<file path="config.mk">
export PLATFORM = sky130hd
export DESIGN_NAME = jtframe_prog_stream
export DESIGN_NICKNAME = d
export VERILOG_FILES = /design/src/rtl/jtframe_prog_stream_pkg.sv /design/src/rtl/jtframe_prog_stream_fifo.sv /design/src/rtl/jtframe_prog_stream.sv
export SDC_FILE = /design/constraint.sdc
export NUM_CORES = 1
export LEC_CHECK = 0
export CAP_MARGIN = 15
export CORE_MARGIN = 5
export CORE_UTILIZATION = 55
export DETAILED_ROUTE_END_ITERATION = 7
export MAX_ROUTING_LAYER = met4
export PLACE_DENSITY = 0.88
export SLEW_MARGIN = 15
export SYNTH_ARGS = -nofsm -noshare
export SYNTH_HDL_FRONTEND = slang
export SYNTH_HIERARCHICAL = 1
export SYNTH_SLANG_ARGS = --single-unit
</file>
<file path="constraint.sdc">
create_clock -name clk -period 7.3 [get_ports clk]
set_input_delay 1.825 -clock clk [delete_from_list [all_inputs] [get_ports clk]]
set_output_delay 1.825 -clock clk [all_outputs]
set_load 0.02 [all_outputs]
</file>
<file path="src/rtl/jtframe_prog_stream_pkg.sv">
// jtframe_prog_stream_pkg: shared FSM encodings and byte-lane mask constants
package jtframe_prog_stream_pkg;
  typedef enum logic [1:0] {IDLE, STROBE, HOLD} state_t;
  localparam logic [1:0] MASK_LO = 2'b10;
  localparam logic [1:0] MASK_HI = 2'b01;
endpackage

</file>
<file path="src/rtl/jtframe_prog_stream_fifo.sv">
// jtframe_prog_stream_fifo: synchronous FIFO with full/empty flags and registered count
module jtframe_prog_stream_fifo #(
  parameter int W  = 32,
  parameter int AW = 2
)(
  input  logic         clk,
  input  logic         rst_n,
  input  logic         push,
  input  logic         pop,
  input  logic [W-1:0] din,
  output logic [W-1:0] dout,
  output logic         full,
  output logic         empty
);
  logic [W-1:0]  mem [0:2**AW-1];
  logic [AW-1:0] wp, rp;
  logic [AW:0]   cnt;
  assign full  = cnt == (AW+1)'(2**AW);
  assign empty = cnt == '0;
  assign dout  = mem[rp];
  always_ff @(posedge clk)
    if (push) mem[wp] <= din;
  always_ff @(posedge clk or negedge rst_n)
    if (!rst_n) begin
      wp  <= '0;
      rp  <= '0;
      cnt <= '0;
    end else begin
      wp  <= wp + AW'(push);
      rp  <= rp + AW'(pop);
      cnt <= cnt + (AW+1)'(push) - (AW+1)'(pop);
    end
endmodule

</file>
<file path="src/rtl/jtframe_prog_stream.sv">
// jtframe_prog_stream: strips the ioctl header, buffers bytes and replays them as paced
// 16-bit-word prog writes with active-low byte masks
module jtframe_prog_stream
  import jtframe_prog_stream_pkg::*;
#(
  parameter int PW     = 24,
  parameter int HEADER = 0,
  parameter int SWAB   = 0,
  parameter int FAW    = 2,
  parameter int GAP    = 2
)(
  input  logic          clk,
  input  logic          rst_n,
  input  logic          downloading,
  input  logic [PW-1:0] ioctl_addr,
  input  logic [7:0]    ioctl_dout,
  input  logic          ioctl_wr,
  output logic          ioctl_wait,
  output logic [PW-1:0] prog_addr,
  output logic [1:0]    prog_mask,
  output logic [7:0]    prog_data,
  output logic          prog_we,
  output logic          done,
  output logic          overflow
);
  logic [PW-1:0] eff, q_addr;
  logic [7:0]    q_data;
  logic          full, empty, hit, push, pop, lane, dl_l, armed, dl_rise;
  logic [3:0]    gap_cnt;
  state_t        st;
  assign hit        = ioctl_wr && downloading && ioctl_addr >= PW'(HEADER);
  assign push       = hit && !full;
  assign pop        = st == IDLE && !empty;
  assign eff        = ioctl_addr - PW'(HEADER);
  assign lane       = q_addr[0] ^ (SWAB != 0);
  assign dl_rise    = downloading && !dl_l;
  assign ioctl_wait = full;
  jtframe_prog_stream_fifo #(.W(PW+8), .AW(FAW)) u_fifo (
    .clk   (clk),
    .rst_n (rst_n),
    .push  (push),
    .pop   (pop),
    .din   ({eff, ioctl_dout}),
    .dout  ({q_addr, q_data}),
    .full  (full),
    .empty (empty)
  );
  // armed keeps done low after reset until a download has actually happened
  always_ff @(posedge clk or negedge rst_n)
    if (!rst_n) begin
      st        <= IDLE;
      prog_addr <= '0;
      prog_data <= '0;
      prog_mask <= 2'b11;
      prog_we   <= 1'b0;
      gap_cnt   <= '0;
      done      <= 1'b0;
      overflow  <= 1'b0;
      dl_l      <= 1'b0;
      armed     <= 1'b0;
    end else begin
      dl_l     <= downloading;
      armed    <= armed | downloading;
      done     <= dl_rise ? 1'b0 : done | (armed && !downloading && empty && st == IDLE);
      overflow <= (overflow && !dl_rise) || (hit && full);
      case (st)
        IDLE:
          if (!empty) begin
            prog_addr <= {1'b0, q_addr[PW-1:1]};
            prog_mask <= lane ? MASK_HI : MASK_LO;
            prog_data <= q_data;
            prog_we   <= 1'b1;
            st        <= STROBE;
          end
        STROBE: begin
          prog_we <= 1'b0;
          gap_cnt <= 4'(GAP - 1);
          st      <= GAP == 0 ? IDLE : HOLD;
        end
        HOLD: begin
          gap_cnt <= gap_cnt - 4'd1;
          st      <= gap_cnt == 4'd0 ? IDLE : HOLD;
        end
        default: st <= IDLE;
      endcase
    end
endmodule

</file>
==> impl_metrics.py, run 1 <==
metrics = {
    "worst_setup_path": {
        "end_kind": "output port",
        "critPathBufInv": 1,
        "critPathSlowestCell": "clkdlybuf4s50_1",
        "critical_path.top_delay_family": "buffers and inverters",
        "critical-path-max-stage-delay_ns": 0.69,
        "start_kind": "flop",
        "worst-setup-path-type": "reg2out",
        "crit_fanout": 3,
        "required_ns": 5.48,
        "worstPathArrival_ns": 1.91,
        "cp_cell_sequence": "nor3b_1, clkdlybuf4s50_1",
    },
    "final_layout": {
        "area_delta_synth_final_pct": 19.53,
        "final_cells": 582,
        "fillers": 787,
        "nets": 443,
        "diodes": 0,
        "ff_latch_area_um2": 5127,
        "drive_gt1_frac": 0.2610,
        "stdcell_area_um2": 8278,
        "multi_input_area_um2": 1610,
    },
    "grt": {
        "grt_util_all_layers": 0.1834,
        "grt_pass1_vias": 3438,
        "grt_max_degree": 52,
        "overflow": 0,
        "grt_pass1_wl_mm": 19.16,
        "antenna_found_initial": 0,
    },
    "detailed_routing": {
        "dr_total_vias": 3160,
        "routed_wl_mm": 12.06,
        "routed_via_density": 5.430,
        "first_pass_iters": 4,
        "antenna_left": 0,
        "route.detailed.drc": 0,
        "wire_per_inst_um": 20.71,
        "drtIter0Drc": 251,
    },
    "placement": {
        "hpwl_mm": 7.095,
        "placed_area_um2": 7726,
        "dp.cells": 550,
        "place.gp.congestion": 0.6942,
        "portBuffers": 72,
    },
    "pwr": {
        "irDropWorstVdd_mv": 0.2552,
        "power.density_nw_per_um2": 424.4,
        "p_leak_nw": 2.987,
        "total_power_w": 0.003513,
    },
    "timing": {
        "fin_worst_skew_ns": 0.005390,
        "post-route-min-period_ns": 3.737,
        "worstMarginPinSlew_ns": 0.8398,
        "rsz0062_at_grt": "no",
        "timing.slew.headroom": 0.4401,
        "max_freq_mhz": 267.6,
        "setup_violations": 0,
        "hold_viol_final": 0,
        "finalCritPeriodShare": 0.5119,
        "fin_setup_tns_ns": 0,
        "drv_slew": 0,
        "hold_slack_ns": 0.4734,
    },
    "logic_synthesis": {
        "synth_enable_flop_cells": 128,
        "yosys_most_used_dff": "edfxtp_1",
        "ys_ff_latch": 179,
        "synth_warnings": 6,
        "synth.top_cells.by_area": "edfxtp_1, dfrtp_1, mux4_2",
        "synth.avg_cell_area_um2": 21.92,
        "ys_types": 42,
        "ys_seq_area_frac": 0.7397,
        "syn-num-nets": 362,
        "synth_top_cell_area_share": 0.5550,
        "synth_top_area_cell": "edfxtp_1",
        "synthArstFlopShare": 0.2849,
        "netlist_area_um2": 6925,
        "netlist_instances": 316,
    },
    "cts": {
        "clk_latency_ns": 0.42,
        "postCtsSetupBuffers": 0,
        "cts_buffers": 17,
        "cts.hold.buffers_added": 0,
        "clkSinkCount": 179,
        "root_buffer": "clkbuf_16",
        "cts_tree": "done",
        "h-tree-depth": 4,
        "clk_pin_slew_worst_paths_ns": 0.07,
        "cts_resized": 0,
        "clk_path_buf_depth": 2,
    },
    "die": {
        "std_cell_rows": 41,
        "die_h_um": 122.2,
        "die_w_um": 122.2,
        "ios": 74,
        "core_um2": 12470,
        "start_util": 0.5556,
        "die_area_um2": 14940,
    },
    "run_status": {
        "status": "finished, final reports clean",
    },
    "hold_path": {
        "min_path_type": "reg2reg",
    },
    "job": {
        "cap_violations": 0,
    },
}
[cell type report]
class / instances / area share
Clock buffer: 17 / 0.05139
Clock inverter: 15 / 0.01496
Inverter: 10 / 0.004534
Multi-Input combinational cell: 114 / 0.1945
Sequential cell: 179 / 0.6194
Tap cell: 172 / 0.02600
Timing Repair Buffer: 75 / 0.08918
[flip-flops by register name (all words and copies together), names as in the netlist]
name and cells:
armed 1, dl_l 1, done 1, gap_cnt 4, overflow 1, prog_addr 23, prog_data 8, prog_mask 2
prog_we 1, st 2, u_fifo/cnt 3, u_fifo/mem 128, u_fifo/rp 2, u_fifo/wp 2
[layer usage]
layer | global-route usage | up-vias | wire length [um]
met3 | 0.05484 | 10 | 534
met4 | 0.05668 | 0 | 112
met2 | 0.3071 | 74 | 6480
met5 | - | - | 0
met1 | 0.2162 | 1663 | 4929
li1 | - | 1413 | -
[cell usage in the layout (no fill, tap or decap), drive strengths merged, types with 3 or more instances in the layout]
| master | netlist | final |
|---|---|---|
| o21ai | 3 | 3 |
| edfxtp | 128 | 128 |
| buf | 12 | 4 |
| clkdlybuf4s50 | 0 | 71 |
| nand3 | 4 | 4 |
| nand2 | 4 | 4 |
| clkbuf | 1 | 17 |
| clkinv | 0 | 4 |
| mux2 | 32 | 32 |
| dfrtp | 49 | 49 |
| mux4 | 32 | 32 |
| ha | 9 | 9 |
| inv | 10 | 19 |
[cells in the mapped netlist, types with 3 or more instances]
master	count
mux2_4	27
mux4_2	30
o21ai_0	3
dfrtp_1	49
mux2_2	5
inv_1	10
nand2_1	4
ha_1	9
edfxtp_1	128
nand3_1	4
buf_2	3
buf_12	6
[worst reg2reg max path, cell delays in order, from the launching register on]
cell	delay, ns
dfrtp_1	0.41
nor3_1	0.62
nor2b_4	0.09
ha_1	0.32
inv_1	0.05
ha_1	0.18
fa_1	0.37
xnor3_1	0.18
[through the flow]
| stage | util | setup slack, ns |
|---|---|---|
| 5_1_grt | 0.6641 | 3.428 |
| 3_5_place_dp | 0.6198 | 3.281 |
| 3_3_place_gp | 0.6198 | 3.412 |
| 2_1_floorplan | - | 2.331 |
| 4_1_cts | 0.6639 | 3.532 |
| 6_report | 0.6641 | 3.563 |
[kinds of logic (layout without fill, tap and decap cells)]
logic type,after synthesis,after routing,share of synthesized area
flops,179,179,0.7397
mux,65,65,0.1733
simple gates,24,24,0.02060
buf+inv,23,117,0.02981
compound gates,11,11,0.01120
fa+ha+maj,10,10,0.01915
xor+xnor,3,3,0.005782
other cells,1,1,0.0005415
[worst paths after layout]
| check | start | slack [ns] | endpoint | depth (start not counted) |
|---|---|---|---|---|
| max | u_fifo/cnt[0] | 3.56 | ioctl_wait | 2 |
| min | prog_mask[1] | 0.47 | prog_mask[1] | 2 |
| max reg2reg | u_fifo/cnt[0] | 4.97 | u_fifo/cnt[2] | 7 |
| min reg2reg | prog_mask[1] | 0.47 | prog_mask[1] | 2 |
| max in group asynchronous | rst_n | 5.23 | u_fifo/rp[0] | 2 |
| min in group asynchronous | rst_n | 1.53 | prog_we | 2 |
[report_power, final]
part,internal [W],switching [W]
logic,0.000673,0.000477
registers,0.00133,0.000196
clock network,0.000446,0.000393
No activity file was read; power rests on OpenSTA's default activity.
==> inputs of run 2 (changes only) <==
clock period = 3.59 ns   (was 7.3 ns; I/O delays follow)
==> run 2 against run 1 <==
Effect of this change: first-iteration DRC count is 4.8% higher; clock power is 110% higher; power is 110% higher; sequential share of layout area is 0.74 points lower; critical path depth stayed put; final cell count is 0.52% higher; global-route usage is 0.31 points lower; wire length is 0.56% lower; hold slack better by 0.0034 ns; critical path type unchanged; critical endpoint unchanged; highest routed layer unchanged.
==> impl_metrics.py, run 2 (synthesized netlist as in run 1, its figures left out) <==
metrics = {
    "worst_setup_path": {
        "timing.rr.start": "u_fifo/cnt[1]",
        "end_kind": "output port",
        "cp-startpoint": "u_fifo/cnt[1]",
        "r2r_cells": 7,
        "start_kind": "flop",
        "r2r-end": "u_fifo/cnt[2]",
        "worst-setup-path-type": "reg2out",
        "r2r_setup_slack_ns": 1.26,
        "cp-endpoint": "ioctl_wait",
        "crit_fanout": 4,
        "required_ns": 2.69,
        "worstPathArrival_ns": 1.84,
    },
    "die": {
        "ios": 74,
        "std_cell_rows": 41,
        "die_area_um2": 14940,
        "die_w_um": 122.2,
        "die_h_um": 122.2,
        "core_um2": 12470,
        "start_util": 0.5556,
    },
    "detailed_routing": {
        "routed_via_density": 5.426,
        "drtIter0Drc": 263,
        "first_pass_iters": 4,
        "antenna_left": 0,
        "wire_per_inst_um": 20.49,
        "routed_wl_mm": 11.99,
        "dr_total_vias": 3174,
        "route.detailed.drc": 0,
    },
    "timing": {
        "fin_setup_tns_ns": 0,
        "hold_slack_ns": 0.4768,
        "drv_slew": 0,
        "fin_worst_skew_ns": 0.009539,
        "post-route-min-period_ns": 2.739,
        "rsz0062_at_grt": "no",
        "max_freq_mhz": 365.0,
        "finalCritPeriodShare": 0.7631,
        "timing.slew.headroom": 0.2941,
        "hold_viol_final": 0,
        "setup_violations": 0,
        "worstMarginPinSlew_ns": 1.059,
    },
    "final_layout": {
        "area_delta_synth_final_pct": 20.92,
        "regMostFlops": "u_fifo/mem",
        "nets": 446,
        "fillers": 784,
        "drive_gt1_frac": 0.2688,
        "largest_reg_flops": 128,
        "diodes": 0,
        "final_cell_mix": "edfxtp_1, clkdlybuf4s50_1, dfrtp_1",
        "mostFrequentLayoutCell": "edfxtp_1",
        "utilization": 0.6718,
        "largestRegisters": "u_fifo/mem (128), prog_addr (23), prog_data (8)",
    },
    "cts": {
        "clkSinkCount": 179,
        "h-tree-depth": 4,
        "root_buffer": "clkbuf_16",
        "clk_latency_ns": 0.42,
        "clk_pin_slew_worst_paths_ns": 0.07,
        "cts_resized": 0,
        "clk_path_buf_depth": 2,
        "cts_tree": "done",
        "cts_buffers": 17,
        "postCtsSetupBuffers": 0,
        "cts.hold.buffers_added": 0,
    },
    "hold_path": {
        "min_path_type": "reg2reg",
        "holdPathStages": 1,
    },
    "grt": {
        "grt_util_all_layers": 0.1803,
        "grt_max_degree": 40,
        "grt_pass1_vias": 3552,
        "grt_pass1_wl_mm": 19.10,
        "overflow": 0,
        "antenna_found_initial": 0,
    },
    "placement": {
        "portBuffers": 72,
        "hpwl_mm": 7.527,
        "place.gp.congestion": 0.6963,
    },
    "run_status": {
        "status": "finished, final reports clean",
    },
    "pwr": {
        "p_leak_nw": 3.030,
        "irDropWorstVdd_mv": 0.4482,
        "total_power_w": 0.007261,
        "power.density_nw_per_um2": 867.0,
    },
    "job": {
        "cap_violations": 0,
    },
}
-- run 2: cell types whose count changed in the layout (fill, tap and decap cells not counted), sizes merged --
cell      delta
inv          -5
bufinv       +2
clkinv       +2
buf          +3
clkinvlp     +1
-- run 2: metal layers --
metal / routed length (um) / vias up / GRT usage / share of wire
met1: 4627 / 1658 / 0.2117 / 0.39
met3: 654 / 8 / 0.05576 / 0.055
li1: - / 1419 / - / -
met2: 6612 / 89 / 0.3030 / 0.55
met4: 93 / 0 / 0.05248 / 0.0078
met5: 0 / - / - / 0
-- run 2: worst min path at each step --
| stage | start | to | slack [ns] |
|---|---|---|---|
| floorplan | armed | armed | 0.44 |
| global placement | armed | armed | 0.45 |
| detailed placement | armed | armed | 0.46 |
| CTS | armed | armed | 0.48 |
| global route | prog_mask[1] | prog_mask[1] | 0.51 |
| finish | armed | armed | 0.48 |
-- run 2: power by group --
part / leakage [nW] / switching (W) / internal, W / total, W
Sequential: 1.76 / 0.000393 / 0.00269 / 0.00309
Clock: 0.279 / 0.000761 / 0.00103 / 0.00179
Combinational: 0.993 / 0.000993 / 0.00139 / 0.00238
Total: 3.03 / 0.00215 / 0.00511 / 0.00726
-- run 2: worst max-delay path, stage by stage (launching register included) --
cell             delay [ns]
dfrtp_1                0.41
nor3b_1                0.33
clkdlybuf4s50_1        0.67
-- run 2: metrics by stage --
| step | cells | area (um^2) | worst slack, ns |
|---|---|---|---|
| after CTS | 585 | 8374 | 0.8217 |
| final | 585 | 8374 | 0.8506 |
| after global placement | 553 | 7792 | 0.7016 |
| after detailed placement | 553 | 7792 | 0.6335 |
| after global routing | 585 | 8374 | 0.7697 |
| after floorplan | 316 | 6930 | 0.6804 |
-- run 2: final cells by class --
| type | count | area (um^2) | area share |
|---|---|---|---|
| Sequential cell | 179 | 5125 | 0.6120 |
| Multi-Input combinational cell | 114 | 1617 | 0.1930 |
| Timing Repair Buffer | 78 | 798.3 | 0.09532 |
| Clock buffer | 17 | 425.4 | 0.05080 |
| Tap cell | 172 | 215.2 | 0.02570 |
| Clock inverter | 15 | 156.4 | 0.01868 |
| Inverter | 10 | 37.54 | 0.004482 |
==> inputs of run 3 (changes only) <==
CORE_UTILIZATION = 51   (was 55)
PLACE_DENSITY = 0.86   (was 0.88)
clock period = 2.4 ns   (was 3.59 ns; I/O delays follow)
==> run 3 against run 2 <==
Effect of this change: flip-flop and latch count did not move; clock-buffer cell count grew 10; highest routed layer unchanged; non-clock buffer count is 13 higher; die area up 7.2%; first-iteration DRC count down 6.5%; critical path depth shrank 1; hold slack got worse by 0.26 ns; sequential share of layout area fell by 0.96 points; cell area up 1.6%.
==> impl_metrics.py, run 3 (synthesized netlist as in run 1, its figures left out) <==
metrics = {
    "hold_path": {
        "min_path_type": "in2async",
    },
    "timing": {
        "post-route-min-period_ns": 2.142,
        "max_freq_mhz": 466.9,
        "drv_slew": 0,
        "hold_viol_final": 0,
        "setup_violations": 0,
        "finalCritPeriodShare": 0.8924,
        "fin_worst_skew_ns": 0.01104,
        "worstMarginPinSlew_ns": 0.8021,
        "rsz0062_at_grt": "no",
        "fin_setup_tns_ns": 0,
        "timing.slew.headroom": 0.4652,
    },
    "die": {
        "die_area_um2": 16010,
        "die_w_um": 126.5,
        "start_util": 0.5209,
        "die_h_um": 126.5,
        "core_um2": 13300,
        "std_cell_rows": 42,
        "ios": 74,
    },
    "final_layout": {
        "nets": 459,
        "stdcell_area_um2": 8508,
        "largest_reg_flops": 128,
        "diodes": 0,
        "mostFrequentLayoutCell": "edfxtp_1",
        "final_cell_mix": "edfxtp_1, clkdlybuf4s50_1, dfrtp_1",
        "drive_gt1_frac": 0.2817,
        "largestRegisters": "u_fifo/mem (128), prog_addr (23), prog_data (8)",
        "regMostFlops": "u_fifo/mem",
        "area_delta_synth_final_pct": 22.85,
    },
    "worst_setup_path": {
        "end_kind": "output port",
        "critPathBufInv": 1,
        "worst-setup-path-type": "reg2out",
        "critical_path.top_delay_family": "buffers and inverters",
        "critical-path-max-stage-delay_ns": 0.60,
        "critPathSlowestCell": "clkdlybuf4s50_1",
        "timing.rr.start": "st[0]",
        "crit_fanout": 2,
        "worstPathArrival_ns": 1.54,
        "required_ns": 1.80,
        "cp-startpoint": "prog_mask[0]",
        "start_kind": "flop",
        "cp_cell_sequence": "clkdlybuf4s50_1",
    },
    "placement": {
        "place.gp.congestion": 0.7584,
        "hpwl_mm": 7.935,
        "placed_area_um2": 7945,
        "portBuffers": 72,
    },
    "detailed_routing": {
        "routed_wl_mm": 12.10,
        "first_pass_iters": 5,
        "routed_via_density": 5.296,
        "dr_total_vias": 3188,
        "drtIter0Drc": 246,
        "route.detailed.drc": 0,
        "antenna_left": 0,
        "wire_per_inst_um": 20.10,
    },
    "grt": {
        "antenna_found_initial": 0,
        "grt_max_degree": 36,
        "grt_util_all_layers": 0.1644,
        "grt_pass1_vias": 3516,
        "overflow": 0,
        "grt_pass1_wl_mm": 19.29,
    },
    "cts": {
        "clk_latency_ns": 0.42,
        "cts_tree": "done",
        "clkSinkCount": 179,
        "clk_pin_slew_worst_paths_ns": 0.06,
        "root_buffer": "clkbuf_16",
        "postCtsSetupBuffers": 0,
        "h-tree-depth": 4,
        "clk_path_buf_depth": 2,
        "cts_buffers": 17,
    },
    "pwr": {
        "p_leak_nw": 3.122,
        "power.density_nw_per_um2": 1279,
        "irDropWorstVdd_mv": 0.7864,
    },
    "run_status": {
        "status": "finished, final reports clean",
    },
    "job": {
        "cap_violations": 0,
    },
}
## run 3: cell types whose count changed in the layout (fill, tap and decap cells not counted), moves of 2 or more
cell and change:
clkinv_4 -2, clkbuf_8 +4, buf_4 +9, buf_12 +4, clkinvlp_4 -2, inv_6 -3
clkbuf_1 +6
## run 3: per-stage QoR
step           setup slack (ns)    util  cells  power, W  hold WS (ns)
2_1_floorplan            0.1246       -    316  0.007252        0.3044
3_3_place_gp             0.1908  0.5976    570  0.008233        0.4564
6_report                 0.2583  0.6399    602   0.01088        0.2127
4_1_cts                 0.02814  0.6398    602   0.01103        0.2259
5_1_grt                  0.1846  0.6399    602   0.01144        0.2545
3_5_place_dp             0.1297  0.5976    570  0.008413        0.4657
## run 3: layout make-up
class / instances / area (um^2)
Fill cell: 890 / 4787
Multi-Input combinational cell: 114 / 1622
Sequential cell: 179 / 5125
Tap cell: 176 / 220.2
Inverter: 10 / 37.54
Clock inverter: 5 / 52.55
Clock buffer: 27 / 503.0
Timing Repair Buffer: 91 / 948.4
## run 3: timing repair
action | 4_1_cts | 5_1_grt
hold buffers | 0 | 0
endpoints found under the setup margin | 1 | 1
gates resized for setup | 1 | 1
pin swaps | 0 | 0
## run 3: path summary, 6_finish.rpt
path	cells after the start	slack, ns	to
worst max-delay path	1	0.26	prog_mask[0]
worst min-delay path	1	0.21	st[1]
worst max register to register	6	0.32	u_fifo/rp[1]
worst min register to register	2	0.47	prog_mask[1]
max in group asynchronous	2	1.48	prog_mask[1]
min in group clk	2	0.47	prog_mask[1]
## run 3: metal layers
metal  part of all wire  vias to the layer above  global-route usage
met3              0.035                        8             0.04582
met5                  0                        -                   -
met1               0.43                     1667              0.2005
met4             0.0063                        0             0.03975
li1                   -                     1440                   -
met2               0.53                       73              0.2752
## run 3: power breakdown
group	internal (W)	switching, W	leakage (nW)	total, W
combinational	0.00218	0.00166	1.09	0.00383
clock	0.00153	0.00103	0.271	0.00256
sequential	0.00403	0.000453	1.76	0.00448
## run 3: worst register-to-register path: cells and delay by family (launching register included)
kind,cells,cell delay [ns]
buf+inv,2,0.69
flops,1,0.40
fa+ha+maj,2,0.54
xor+xnor,1,0.17
simple gates,1,0.18
